--- config.mk ---
export PLATFORM = sky130hd
export DESIGN_NAME = apb_master_bridge
export DESIGN_NICKNAME = d
export VERILOG_FILES = /design/src/rtl/apb_master_bridge.sv
export SDC_FILE = /design/constraint.sdc
export NUM_CORES = 1
export LEC_CHECK = 0
export BUFFER_PORTS_ARGS = -buffer_cell sky130_fd_sc_hd__buf_4
export CORE_MARGIN = 3
export CORE_UTILIZATION = 45
export CTS_BUF_LIST = sky130_fd_sc_hd__clkbuf_2
export DETAILED_ROUTE_END_ITERATION = 8
export PLACE_DENSITY = 0.79
export SYNTH_ARGS = -nofsm -noshare
export SYNTH_HDL_FRONTEND = slang
export SYNTH_SLANG_ARGS = --single-unit
--- constraint.sdc ---
create_clock -name pclk -period 4.9 [get_ports pclk]
set_input_delay 0.735 -clock pclk [delete_from_list [all_inputs] [get_ports pclk]]
set_output_delay 0.735 -clock pclk [all_outputs]
set_load 0.005 [all_outputs]
--- src/rtl/apb_master_bridge.sv ---
// APB master bridge: accepts one command at a time on a valid/ready channel,
// runs it as an APB SETUP/ACCESS transfer, and returns the result on a
// valid/ready response channel. A wait-state counter aborts transfers whose
// slave never raises pready.
module apb_master_bridge #(
   parameter int ADDR_W  = 32,
   parameter int DATA_W  = 32,
   parameter int TIMEOUT = 16,
   parameter int CNT_W   = 8
) (
   input  logic              pclk,
   input  logic              preset,
   input  logic              cmd_valid,
   output logic              cmd_ready,
   input  logic              cmd_write,
   input  logic [ADDR_W-1:0] cmd_addr,
   input  logic [DATA_W-1:0] cmd_wdata,
   output logic              rsp_valid,
   input  logic              rsp_ready,
   output logic [DATA_W-1:0] rsp_rdata,
   output logic              rsp_err,
   output logic              rsp_timeout,
   output logic              psel,
   output logic              penable,
   output logic              pwrite,
   output logic [ADDR_W-1:0] paddr,
   output logic [DATA_W-1:0] pwdata,
   input  logic [DATA_W-1:0] prdata,
   input  logic              pready,
   input  logic              pslverr
);

   typedef enum logic [1:0] {
      IDLE   = 2'd0,
      SETUP  = 2'd1,
      ACCESS = 2'd2,
      RESP   = 2'd3
   } state_t;

   // Counter value seen on the last ACCESS cycle that is still allowed to wait.
   localparam int               TMO_LAST_I = (TIMEOUT == 0) ? 0 : TIMEOUT - 1;
   localparam logic [CNT_W-1:0] TMO_LAST   = TMO_LAST_I[CNT_W-1:0];
   localparam logic             TMO_EN     = (TIMEOUT != 0);

   state_t              state_q, state_d;
   logic [CNT_W-1:0]    cnt_q, cnt_d;
   logic                psel_q, psel_d;
   logic                penable_q, penable_d;
   logic                pwrite_q, pwrite_d;
   logic [ADDR_W-1:0]   paddr_q, paddr_d;
   logic [DATA_W-1:0]   pwdata_q, pwdata_d;
   logic                rsp_valid_q, rsp_valid_d;
   logic [DATA_W-1:0]   rsp_rdata_q, rsp_rdata_d;
   logic                rsp_err_q, rsp_err_d;
   logic                rsp_timeout_q, rsp_timeout_d;

   // Ready only when idle and not held in reset.
   assign cmd_ready   = (state_q == IDLE) && !preset;

   assign psel        = psel_q;
   assign penable     = penable_q;
   assign pwrite      = pwrite_q;
   assign paddr       = paddr_q;
   assign pwdata      = pwdata_q;
   assign rsp_valid   = rsp_valid_q;
   assign rsp_rdata   = rsp_rdata_q;
   assign rsp_err     = rsp_err_q;
   assign rsp_timeout = rsp_timeout_q;

   // State and output registers; reset discards any transfer or pending response.
   always_ff @(posedge pclk) begin
      if (preset) begin
         state_q       <= IDLE;
         cnt_q         <= '0;
         psel_q        <= 1'b0;
         penable_q     <= 1'b0;
         pwrite_q      <= 1'b0;
         paddr_q       <= '0;
         pwdata_q      <= '0;
         rsp_valid_q   <= 1'b0;
         rsp_rdata_q   <= '0;
         rsp_err_q     <= 1'b0;
         rsp_timeout_q <= 1'b0;
      end else begin
         state_q       <= state_d;
         cnt_q         <= cnt_d;
         psel_q        <= psel_d;
         penable_q     <= penable_d;
         pwrite_q      <= pwrite_d;
         paddr_q       <= paddr_d;
         pwdata_q      <= pwdata_d;
         rsp_valid_q   <= rsp_valid_d;
         rsp_rdata_q   <= rsp_rdata_d;
         rsp_err_q     <= rsp_err_d;
         rsp_timeout_q <= rsp_timeout_d;
      end
   end

   // Next-state and registered-output logic for the transfer sequence.
   always_comb begin
      state_d       = state_q;
      cnt_d         = cnt_q;
      psel_d        = psel_q;
      penable_d     = penable_q;
      pwrite_d      = pwrite_q;
      paddr_d       = paddr_q;
      pwdata_d      = pwdata_q;
      rsp_valid_d   = rsp_valid_q;
      rsp_rdata_d   = rsp_rdata_q;
      rsp_err_d     = rsp_err_q;
      rsp_timeout_d = rsp_timeout_q;

      case (state_q)
         IDLE: begin
            psel_d    = 1'b0;
            penable_d = 1'b0;
            if (cmd_valid) begin
               pwrite_d = cmd_write;
               paddr_d  = cmd_addr;
               pwdata_d = cmd_wdata;
               psel_d   = 1'b1;
               cnt_d    = '0;
               state_d  = SETUP;
            end
         end
         SETUP: begin
            penable_d = 1'b1;
            state_d   = ACCESS;
         end
         ACCESS: begin
            if (pready) begin
               // Completion wins over timeout on the final allowed cycle.
               rsp_rdata_d   = pwrite_q ? '0 : prdata;
               rsp_err_d     = pslverr;
               rsp_timeout_d = 1'b0;
               rsp_valid_d   = 1'b1;
               psel_d        = 1'b0;
               penable_d     = 1'b0;
               state_d       = RESP;
            end else if (TMO_EN && (cnt_q == TMO_LAST)) begin
               rsp_rdata_d   = '0;
               rsp_err_d     = 1'b1;
               rsp_timeout_d = 1'b1;
               rsp_valid_d   = 1'b1;
               psel_d        = 1'b0;
               penable_d     = 1'b0;
               state_d       = RESP;
            end else begin
               cnt_d = cnt_q + CNT_W'(1);
            end
         end
         RESP: begin
            if (rsp_ready) begin
               rsp_valid_d = 1'b0;
               state_d     = IDLE;
            end
         end
         default: begin
            state_d = IDLE;
         end
      endcase
   end

endmodule
---- After elaboration in Yosys (flattened, before gate mapping) ----
Cells that the tools add are included.
storage, ports and cells
  bits of input ports ..................... 103
  word-level logic and storage cells ...... 58
  output and inout bits ................... 103
  bits in registers ....................... 112
operators by class
  reduce and logical (&&, ||, !) cells .... 14
  $add $sub $neg .......................... 1
  equality and inequality tests ........... 9
  mux-type cells .......................... 23
operators by type and width
  kind                   count
  $mux W32               3
  $mux W8                3
  $pmux W8 S2            1
  $add A8 B1 Y8 const B  1
  $eq A8 B4 Y1 const B   1
  $mux W1                8
  $mux W2                4
  $ne A2 B2 Y1 const B   4
  $pmux W2 S4            1
  $reduce_and A2 Y1      4
  $reduce_and A3 Y1      2
  $reduce_bool A2 Y1     3
  $eq A2 B2 Y1 const B   2
  $pmux W1 S2            2
  $reduce_and A4 Y1      1
  $ne A3 B3 Y1 const B   1
  $pmux W1 S3            1
  $reduce_bool A3 Y1     1
  $eq A2 B1 Y1 const B   1
  $logic_not A2 Y1       1
  $logic_and A1 B1 Y1    1
  $logic_not A1 Y1       1

---- Depth between registers and ports, before layout ----
Gate-level depths: netlist of run 1.
  word-level depth ........................ 4
  mapped depth ............................ 7
  mapped depth without buffers ............ 6

---- Worst setup path after synthesis of run 1 ----
OpenSTA, ideal clock, no wires.
  path kind ............................... input port to output port
  start ................................... input preset
  end ..................................... output cmd_ready
  stages on the path ...................... 4
  path slack .............................. 2.558 ns
  data required time ...................... 4.165 ns
  data arrival time ....................... 1.607 ns
  buffers on the path ..................... 3
  cell sequence ........................... clkbuf_1 clkbuf_1 buf_1 nor2_1
between the ends
  cells in the longest elaborated chain, start to end .. 2
ends and longest elaborated chain
  element              RTL line  RTL
  from (decl)          12        input logic preset,
  $logic_not A1 Y1     58        assign cmd_ready = (state_q == IDLE) && !preset;
  $logic_and A1 B1 Y1  58
  to (decl)            14        output logic cmd_ready,
Every way passes these cells.

---- Worst setup path in the final report of run 1 ----
  start ................................... register state_q[0]
  end ..................................... output cmd_ready
between the ends
  cells in the longest elaborated chain, start to end .. 2
ends and longest elaborated chain
  element                 RTL line  RTL
  from (decl)             45        state_t state_q, state_d;
  from (signal assigned)  85        state_q <= state_d;
  $logic_not A2 Y1        58
  $logic_and A1 B1 Y1     58
Every way passes these cells.

==> flow_metrics.py, run 1 <==
metrics = {
    "clock_tree": {
        "cts_sinks": 112,
        "ctsLongestPathBuffers": 2,
        "cts_inserted_buffers": 9,
        "cts_setup_buffers": 0,
        "root_buffer": "clkbuf_2",
        "cts-htree-levels": 3,
        "insertion_delay_ns": 0.55,
        "clkTransAtPathRegs_ns": 0.29,
        "cts-resized-gates": 0,
        "cts_tree": "done",
        "hold_buffers": 0,
    },
    "global_route": {
        "grt_pass1_vias": 3654,
        "grt-ovfl-total": 0,
        "grt_use_total": 0.2089,
        "antenna_found_initial": 0,
        "grt_first_pass_wirelength_um": 17080,
        "grt_max_degree": 83,
    },
    "timing": {
        "fin_ws_ns": 2.488,
        "rsz0062_at_grt": "false",
        "maxSlewViolCount": 0,
        "fin_crit_ns": 2.412,
        "fin_worst_skew_ns": 0.02277,
        "max_freq_mhz": 414.5,
        "max_slew.worst_pin.slew_ns": 0.8335,
        "hold_viol_final": 0,
        "setup_viol": 0,
        "finalCritPeriodShare": 0.4923,
        "maxSlewHeadroom": 0.4443,
        "setup_tns_ns": 0,
    },
    "placed_design": {
        "post-place-cells": 732,
        "dp_hpwl_um": 7717,
        "dp_slack_ns": 2.374,
        "io_buffers": 205,
        "place.gp.congestion": 0.7799,
    },
    "pwr": {
        "ir_worst_vdd_mv": 0.3031,
        "p_leak_nw": 2.555,
        "total_power_w": 0.002319,
        "p_per_area_mw_per_mm2": 409.3,
    },
    "logic_synthesis": {
        "synth_xor_area_frac": 0.002199,
        "synth-edff-count": 0,
        "synth_top_family_by_area": "compound AO/OA/AOI/OAI gates",
        "syn_inst": 449,
        "synth_fa_ha_area_frac": 0.01571,
        "synth-simple-area-share": 0.1737,
        "synth_area_per_cell_um2": 8.870,
        "muxShareOfSynthArea": 0.006283,
        "seq_area_frac_synth": 0.5630,
        "ys_ff_latch": 112,
        "ys.flop_type": "dfxtp_1",
        "synth_fp_nets": 557,
        "synth_compound_area_frac": 0.2045,
        "async_reset_ff_frac": 0,
        "synth_cell_types": 38,
        "syn-cell-area_mm2": 0.003983,
        "yosys_warnings": 0,
    },
    "floorplan": {
        "start_util": 0.4728,
        "rows": 33,
        "core_mm2": 0.008423,
        "io_pins": 206,
        "die_h_um": 100.1,
        "dieArea_mm2": 0.01002,
        "die_w_um": 100.1,
    },
    "cells_and_area": {
        "fin_util": 0.6726,
        "diodes": 0,
        "layout_common_cells": "buf_4 (208), nand2_1 (136), dfxtp_1 (112), a21oi_1 (77), a22o_1 (32)",
        "nets": 746,
        "fillers": 710,
        "area_growth_pct": 42.26,
        "final_cell_count_no_fill": 748,
        "mostFrequentLayoutCell": "buf_4",
        "drive_above_1_share": 0.3608,
    },
    "critical_path": {
        "required_ns": 4.16,
        "timing.critical_path.slowest_cell_delay_ns": 0.46,
        "cp_cell_sequence": "inv_1 -> ha_1 -> inv_1 -> nor2_1 -> buf_4",
        "path_class": "register to output pin",
        "cp_top_family": "flip-flops",
        "critPathBufInv": 3,
        "crit_slowest_cell": "dfxtp_1",
        "path_common_cell": "inv_1",
        "worstPathArrival_ns": 1.68,
        "cp-start-kind": "register",
        "worstPathMaxFanout": 5,
        "endpoint_kind": "output pin",
    },
    "routing": {
        "vias": 3825,
        "antenna_left": 0,
        "routed_wl_um": 10820,
        "drt_first_iter_violations": 97,
        "first_pass_iters": 4,
        "wl_per_cell_um": 14.46,
        "routed_via_density": 5.114,
        "drc_errors": 0,
    },
    "status": {
        "status": "completed",
    },
    "worst_hold_path": {
        "hold_class": "primary input to register",
    },
    "job": {
        "drv_cap": 0,
    },
}
## power breakdown
part | total (W) | switching, W | internal, W
logic | 0.000803 | 0.000430 | 0.000373
registers | 0.00114 | 0.0000838 | 0.00106
clock network | 0.000372 | 0.000299 | 0.0000734
## through the flow
step,cell area (um^2),hold WS [ns]
final,5665,0.3513
after global routing,5665,0.2614
after CTS,5658,0.3027
after detailed placement,5564,0.4468
after global placement,5564,0.4423
after floorplan,3983,0.4527
## registers in the layout, indices dropped and copies added, names as in the netlist
register,count
paddr,32
pwdata,32
rsp_rdata,32
cnt_q,8
state_q,2
penable,1
psel,1
pwrite,1
rsp_err,1
rsp_timeout,1
rsp_valid,1
## worst register-to-register path: stages (launching register included)
cell and delay, ns:
dfxtp_1 0.41, inv_1 0.08, ha_1 0.50, mux2_4 0.29, o2111ai_4 0.15, or4_1 0.54
a21oi_1 0.17
## final cells by class
cell class | count | area (um^2) | share of cell area
clock buffers | 10 | 50.05 | 0.008834
clock inverters | 6 | 43.79 | 0.007730
inverters | 5 | 18.77 | 0.003313
multi-input cells | 302 | 1618 | 0.2856
flip-flops and latches | 112 | 2242 | 0.3958
well taps | 105 | 131.4 | 0.02319
repair buffers | 208 | 1562 | 0.2756
## kinds of logic (layout without fill, tap and decap cells)
family | Yosys count | in the layout
AOI/OAI and AO/OA | 128 | 128
xor gates and xnor gates | 1 | 1
adders and majority gates | 5 | 5
buffers and inverters | 35 | 229
DFF | 112 | 112
muxes | 2 | 2
and+or+nand+nor | 166 | 166
## worst paths after layout
check                   from           to  slack (ns)  cells after the start
setup reg to reg  state_q[0]     cnt_q[7]        2.70                      6
hold reg to reg    pwdata[5]    pwdata[5]        0.47                      2
setup / recovery  state_q[0]    cmd_ready        2.49                      5
hold / removal        pready  rsp_timeout        0.35                      2
## cells in the mapped netlist, drive strengths merged (3+ instances only)
library cell  count  share of area
nand2           137           0.13
dfxtp           112           0.56
a21oi            78          0.099
a22o             32          0.070
clkbuf           23          0.022
o21ai             8          0.010
buf               7         0.0082
ha                5          0.016
inv               5         0.0047
nand2b            5         0.0079
or3               5         0.0082
nor2              4         0.0038
nand4             3         0.0047
or4               3         0.0066
## routing by layer
layer	vias to the layer above	global-route usage	wire length, um
met1	1741	0.2353	4233
met2	163	0.3463	5029
met5	-	0	0
met4	0	0.04974	95
met3	7	0.1161	1457
li1	1914	-	-
No activity file was read; power rests on OpenSTA's default activity.
==> run 2, diff against run 1 <==
--- a/config.mk
+++ b/config.mk
@@ -7,10 +7,10 @@
 export LEC_CHECK = 0
 export BUFFER_PORTS_ARGS = -buffer_cell sky130_fd_sc_hd__buf_4
 export CORE_MARGIN = 3
-export CORE_UTILIZATION = 45
+export CORE_UTILIZATION = 42
 export CTS_BUF_LIST = sky130_fd_sc_hd__clkbuf_2
 export DETAILED_ROUTE_END_ITERATION = 8
-export PLACE_DENSITY = 0.79
+export PLACE_DENSITY = 0.77
 export SYNTH_ARGS = -nofsm -noshare
 export SYNTH_HDL_FRONTEND = slang
 export SYNTH_SLANG_ARGS = --single-unit
==> constraint.sdc (replaced) <==
create_clock -name pclk -period 2.1 [get_ports pclk]
set_input_delay 0.315 -clock pclk [delete_from_list [all_inputs] [get_ports pclk]]
set_output_delay 0.315 -clock pclk [all_outputs]
set_load 0.005 [all_outputs]
==> run 2 against run 1 <==
  * Cell count grew 17%
  * Die area up 6.7%
  * Power up 150%
  * Via count rose by 16%
  * Setup slack worse by 2.3 ns
  * Critical endpoint unchanged
==> flow_metrics.py, run 2 (same netlist as run 1, synthesis figures left out) <==
metrics = {
    "status": {
        "status": "completed",
    },
    "clock_tree": {
        "cts_inserted_buffers": 9,
        "ctsLongestPathBuffers": 2,
        "cts_sinks": 112,
        "cts_setup_buffers": 0,
        "root_buffer": "clkbuf_2",
        "clkTransAtPathRegs_ns": 0.26,
        "cts-htree-levels": 3,
        "insertion_delay_ns": 0.58,
        "cts_tree": "done",
    },
    "global_route": {
        "antenna_found_initial": 0,
        "grt_first_pass_wirelength_um": 21220,
        "grt_use_total": 0.2533,
        "busiest_layer": "met2",
        "grt-ovfl-total": 0,
        "gr-usage-met3": 0.1026,
        "grt_max_degree": 53,
        "grt_pass1_vias": 4350,
        "met2_usage": 0.4377,
        "grt_util_met1": 0.2819,
    },
    "floorplan": {
        "die_w_um": 103.4,
        "io_pins": 206,
        "dieArea_mm2": 0.01069,
        "start_util": 0.4437,
        "core_mm2": 0.008976,
        "rows": 34,
        "die_h_um": 103.4,
    },
    "timing": {
        "maxSlewHeadroom": 0.6329,
        "maxSlewViolCount": 0,
        "hold_viol_final": 0,
        "finalCritPeriodShare": 0.9043,
        "max_freq_mhz": 526.6,
        "setup_tns_ns": 0,
        "setup_viol": 0,
        "rsz0062_at_grt": "false",
        "fin_crit_ns": 1.899,
        "fin_ws_ns": 0.2011,
        "fin_worst_skew_ns": 0.04430,
        "max_slew.worst_pin.slew_ns": 0.5506,
    },
    "pwr": {
        "ir_worst_vdd_mv": 0.5746,
        "p_per_area_mw_per_mm2": 852.3,
        "p_leak_nw": 2.990,
    },
    "worst_hold_path": {
        "hold_class": "primary input to register",
    },
    "cells_and_area": {
        "area_growth_pct": 68.83,
        "fin_util": 0.7491,
        "layout_common_cells": "buf_4 (212), nand2_1 (136), dfxtp_1 (111), dlygate4sd3_1 (99), a21oi_1 (77)",
        "nets": 850,
        "mostFrequentLayoutCell": "buf_4",
        "drive_above_1_share": 0.3190,
        "fin_area_mm2": 0.006724,
        "diodes": 0,
    },
    "critical_path": {
        "cp_cell_sequence": "inv_1 -> ha_2 -> inv_1 -> nor2_1 -> buf_4",
        "endpoint_kind": "output pin",
        "required_ns": 1.78,
        "crit_slowest_cell": "dfxtp_1",
        "worstPathMaxFanout": 5,
        "path_class": "register to output pin",
        "path_common_cell": "inv_1",
        "cp-start-kind": "register",
        "worstPathArrival_ns": 1.58,
        "timing.critical_path.slowest_cell_delay_ns": 0.41,
    },
    "placed_design": {
        "place.gp.congestion": 0.8095,
        "dpl-instance-area_mm2": 0.005640,
        "io_buffers": 205,
        "dp_hpwl_um": 8071,
        "dp_slack_ns": 0.2365,
    },
    "routing": {
        "wl_per_cell_um": 16.17,
        "routed_via_density": 5.068,
        "drc_errors": 0,
        "drt_first_iter_violations": 185,
        "routed_wl_um": 14100,
        "antenna_left": 0,
        "vias": 4419,
        "first_pass_iters": 4,
    },
    "job": {
        "drv_cap": 0,
    },
}
run 2: worst max-delay path: cells and delay by family, from the launching register on:
family	cells	cell delay [ns]
DFF	1	0.41
adders and majority gates	1	0.24
buffers and inverters	3	0.30
and+or+nand+nor	1	0.11
run 2: cell type report:
type                    count  area, um^2
repair buffers            312        2603
multi-input cells         302        1613
flip-flops and latches    112        2243
clock buffers               9       45.04
well taps                 126       157.7
fillers                   589        2252
inverters                   5       18.77
clock inverters             6       43.79
run 2: worst paths after layout:
check                           startpoint         to  slack [ns]  cells after the start
worst max-delay path            state_q[1]  cmd_ready        0.20                      5
worst min-delay path             rsp_ready  rsp_valid        0.09                      4
worst max register to register  state_q[1]   cnt_q[7]        0.26                      6
worst min register to register    paddr[2]   paddr[2]        0.47                      2
run 2: layer usage:
metal | vias to the layer above | wire, um
li1 | 2110 | -
met3 | 32 | 1465
met4 | 0 | 301
met5 | - | 0
met1 | 2052 | 5408
met2 | 225 | 6927
run 2: stage by stage:
step	hold WS (ns)	total power [W]	std cells
6_report	0.09092	0.005731	872
5_1_grt	0.02837	0.006087	872
4_1_cts	0.04368	0.005693	872
3_5_place_dp	0.4469	0.004675	758
3_3_place_gp	0.4427	0.004619	758
2_1_floorplan	0.4157	0.003709	449
run 2: repair_timing:
item	4_1_cts	5_1_grt
resized for setup	0	2
hold buffers	99	0
setup endpoints to repair	0	1
endpoints found under the hold margin	99	0
run 2: report_power, final:
group          switching [W]  total [W]  internal, W
combinational        0.00112    0.00217      0.00105
sequential          0.000212    0.00269      0.00248
clock               0.000717   0.000876     0.000159
total                0.00205    0.00573      0.00369
==> run 3, diff against run 2 <==
--- a/config.mk
+++ b/config.mk
@@ -5,9 +5,10 @@
 export SDC_FILE = /design/constraint.sdc
 export NUM_CORES = 1
 export LEC_CHECK = 0
+export ABC_AREA = 1
 export BUFFER_PORTS_ARGS = -buffer_cell sky130_fd_sc_hd__buf_4
 export CORE_MARGIN = 3
-export CORE_UTILIZATION = 42
+export CORE_UTILIZATION = 43
 export CTS_BUF_LIST = sky130_fd_sc_hd__clkbuf_2
 export DETAILED_ROUTE_END_ITERATION = 8
 export PLACE_DENSITY = 0.77
==> run 3 against run 2 <==
  * Power up 8.5%
  * Cell count rose by 12%
  * Synthesized cell count is 24% higher
  * Register-to-register slack improved by 0.02 ns
  * Setup slack improved by 0.0019 ns
  * Largest cell class unchanged
  * Largest power group unchanged
  * Highest routed layer unchanged
==> flow_metrics.py, run 3 <==
metrics = {
    "timing": {
        "finalCritPeriodShare": 0.9034,
        "rsz0062_at_grt": "false",
        "setup_tns_ns": 0,
        "hold_viol_final": 0,
        "maxSlewHeadroom": 0.7091,
        "max_freq_mhz": 527.1,
        "setup_viol": 0,
        "max_slew.worst_pin.slew_ns": 0.4363,
        "maxSlewViolCount": 0,
        "fin_crit_ns": 1.897,
        "fin_worst_skew_ns": 0.03320,
    },
    "clock_tree": {
        "cts_sinks": 112,
        "cts-htree-levels": 3,
        "insertion_delay_ns": 0.57,
        "cts_setup_buffers": 0,
        "cts_inserted_buffers": 9,
        "root_buffer": "clkbuf_2",
        "clkTransAtPathRegs_ns": 0.29,
        "ctsLongestPathBuffers": 2,
        "cts_tree": "done",
    },
    "global_route": {
        "grt_max_degree": 68,
        "met2_usage": 0.4663,
        "grt_first_pass_wirelength_um": 23970,
        "busiest_layer": "met2",
        "grt_pass1_vias": 4952,
        "grt_use_total": 0.2613,
        "antenna_found_initial": 0,
        "grt_util_met1": 0.2928,
        "gr-usage-met3": 0.06614,
        "grt-ovfl-total": 0,
    },
    "critical_path": {
        "r2r_start": "state_q[0]",
        "worstPathArrival_ns": 1.58,
        "crit_slowest_cell": "dfxtp_2",
        "cp-start-kind": "register",
        "critPathBufInv": 3,
        "reg2reg_depth": 10,
        "path_class": "register to output pin",
        "reg2reg_setup_slack_ns": 0.28,
        "worstPathMaxFanout": 3,
        "timing.critical_path.to": "cmd_ready",
        "cp.depth": 5,
        "cp_top_family": "flip-flops",
        "endpoint_kind": "output pin",
        "cp_cell_sequence": "inv_1 -> ha_1 -> inv_1 -> nor2_1 -> buf_4",
        "worstReg2RegEnd": "cnt_q[6]",
        "path_common_cell": "inv_1",
        "required_ns": 1.78,
        "timing.critical_path.slowest_cell_delay_ns": 0.41,
        "crit_path_start": "state_q[0]",
    },
    "cells_and_area": {
        "fillers": 641,
        "diodes": 0,
        "mostFrequentLayoutCell": "buf_4",
        "nets": 950,
        "regArea_mm2": 0.002245,
        "area_growth_pct": 63.25,
        "layout_common_cells": "buf_4 (212), nor2_1 (147), dfxtp_1 (110), dlygate4sd3_1 (97), o21ai_0 (67)",
        "drive_above_1_share": 0.2869,
        "final_cell_count_no_fill": 976,
        "multi_input_comb_area_mm2": 0.001760,
    },
    "routing": {
        "first_pass_iters": 4,
        "drc_errors": 0,
        "antenna_left": 0,
        "routed_wl_um": 14940,
        "routed_via_density": 5.050,
        "wl_per_cell_um": 15.30,
        "vias": 4929,
        "drt_first_iter_violations": 254,
    },
    "logic_synthesis": {
        "async_reset_ff_frac": 0,
        "yosysMostFrequentCell": "nor2_1",
        "seq_area_frac_synth": 0.5264,
        "ys_ff_latch": 112,
        "synthTopCellsByArea": "dfxtp_1 (53%), nor2_1 (13%), o21ai_0 (7.9%)",
        "synth_area_per_cell_um2": 7.660,
        "yosysTopAreaCellShare": 0.5264,
        "synth_top_area_cell": "dfxtp_1",
        "ys_top_cells_by_count": "nor2_1 (147), dfxtp_1 (112), o21ai_0 (67)",
        "ys.flop_type": "dfxtp_1",
        "yosys_warnings": 0,
        "syn_inst": 556,
        "synth_cell_types": 25,
        "syn-cell-area_mm2": 0.004259,
        "synth-edff-count": 0,
        "synth_fp_nets": 664,
    },
    "floorplan": {
        "rows": 35,
        "die_h_um": 105.5,
        "dieArea_mm2": 0.01114,
        "core_mm2": 0.009415,
        "die_w_um": 105.5,
        "start_util": 0.4524,
        "io_pins": 206,
    },
    "placed_design": {
        "place.gp.congestion": 0.9058,
        "io_buffers": 205,
        "post-place-cells": 863,
        "dp_hpwl_um": 8908,
    },
    "pwr": {
        "p_leak_nw": 3.137,
        "ir_worst_vdd_mv": 0.4910,
        "p_per_area_mw_per_mm2": 894.3,
    },
    "status": {
        "status": "completed",
    },
    "job": {
        "drv_cap": 0,
    },
    "worst_hold_path": {
        "hold_class": "primary input to register",
    },
}
## run 3: cell count changes after synthesis, moves of 3 or more
| cell | before | now |
|---|---|---|
| buf_4 | 0 | 3 |
| nor2_1 | 4 | 147 |
| buf_2 | 5 | 10 |
| clkbuf_1 | 23 | 18 |
| nand3_1 | 2 | 44 |
| nand2b_1 | 5 | 0 |
| o21ai_0 | 7 | 67 |
| a21oi_1 | 77 | 42 |
| a22o_1 | 32 | 0 |
| nand2_1 | 137 | 64 |
| inv_1 | 5 | 21 |
| or3_1 | 4 | 0 |
## run 3: kinds of logic after synthesis
group | synth area share
flops | 0.5264
simple gates | 0.2644
fa+ha+maj | 0.01469
compound gates | 0.1343
buf+inv | 0.06022
## run 3: cell type report
cell class              count  share of cell area
inverters                  22             0.01188
well taps                 129             0.02321
flip-flops and latches    112              0.3228
repair buffers            311              0.3743
clock inverters             7            0.008098
multi-input cells         386              0.2532
clock buffers               9            0.006478
## run 3: worst min-delay path, cell delays in order
cell and delay, ns:
buf_4 0.08, o21ai_0 0.08, nor2_1 0.11
## run 3: layer usage
metal	wire length [um]	vias to the layer above
met5	0	-
met4	491	0
met3	1356	37
met2	7399	255
met1	5689	2267
li1	-	2370
## run 3: repair_timing
action	CTS	global route
hold buffers	97	0
setup endpoints to repair	0	1
resized for setup	0	2
endpoints found under the hold margin	97	0
## run 3: stage by stage
stage	total power [W]	hold WS [ns]	util	worst slack (ns)	cell area, um^2
after floorplan	0.004021	0.4373	-	0.6078	4259
after global routing	0.006632	0.02301	0.7385	0.03824	6953
after CTS	0.006145	0.007834	0.7382	0.1109	6950
final	0.006218	0.04390	0.7385	0.2029	6953
after global placement	0.005035	0.4311	0.6243	0.4201	5878
after detailed placement	0.005101	0.4423	0.6243	0.3307	5878
## run 3: how the worst min path moves through the flow
| stage | start | to | slack, ns | cells past startpoint |
|---|---|---|---|---|
| floorplan | rsp_valid | rsp_valid | 0.44 | 2 |
| global placement | rsp_valid | rsp_valid | 0.43 | 2 |
| detailed placement | rsp_valid | rsp_valid | 0.44 | 2 |
| CTS | cmd_addr[22] | paddr[22] | 0.008 | 3 |
| global route | cmd_addr[22] | paddr[22] | 0.02 | 3 |
| finish | cmd_addr[22] | paddr[22] | 0.04 | 3 |
## run 3: where the power goes
part	total, W	internal (W)	switching, W
clock network	0.000902	0.000170	0.000732
registers	0.00284	0.00257	0.000269
logic	0.00248	0.00118	0.00130
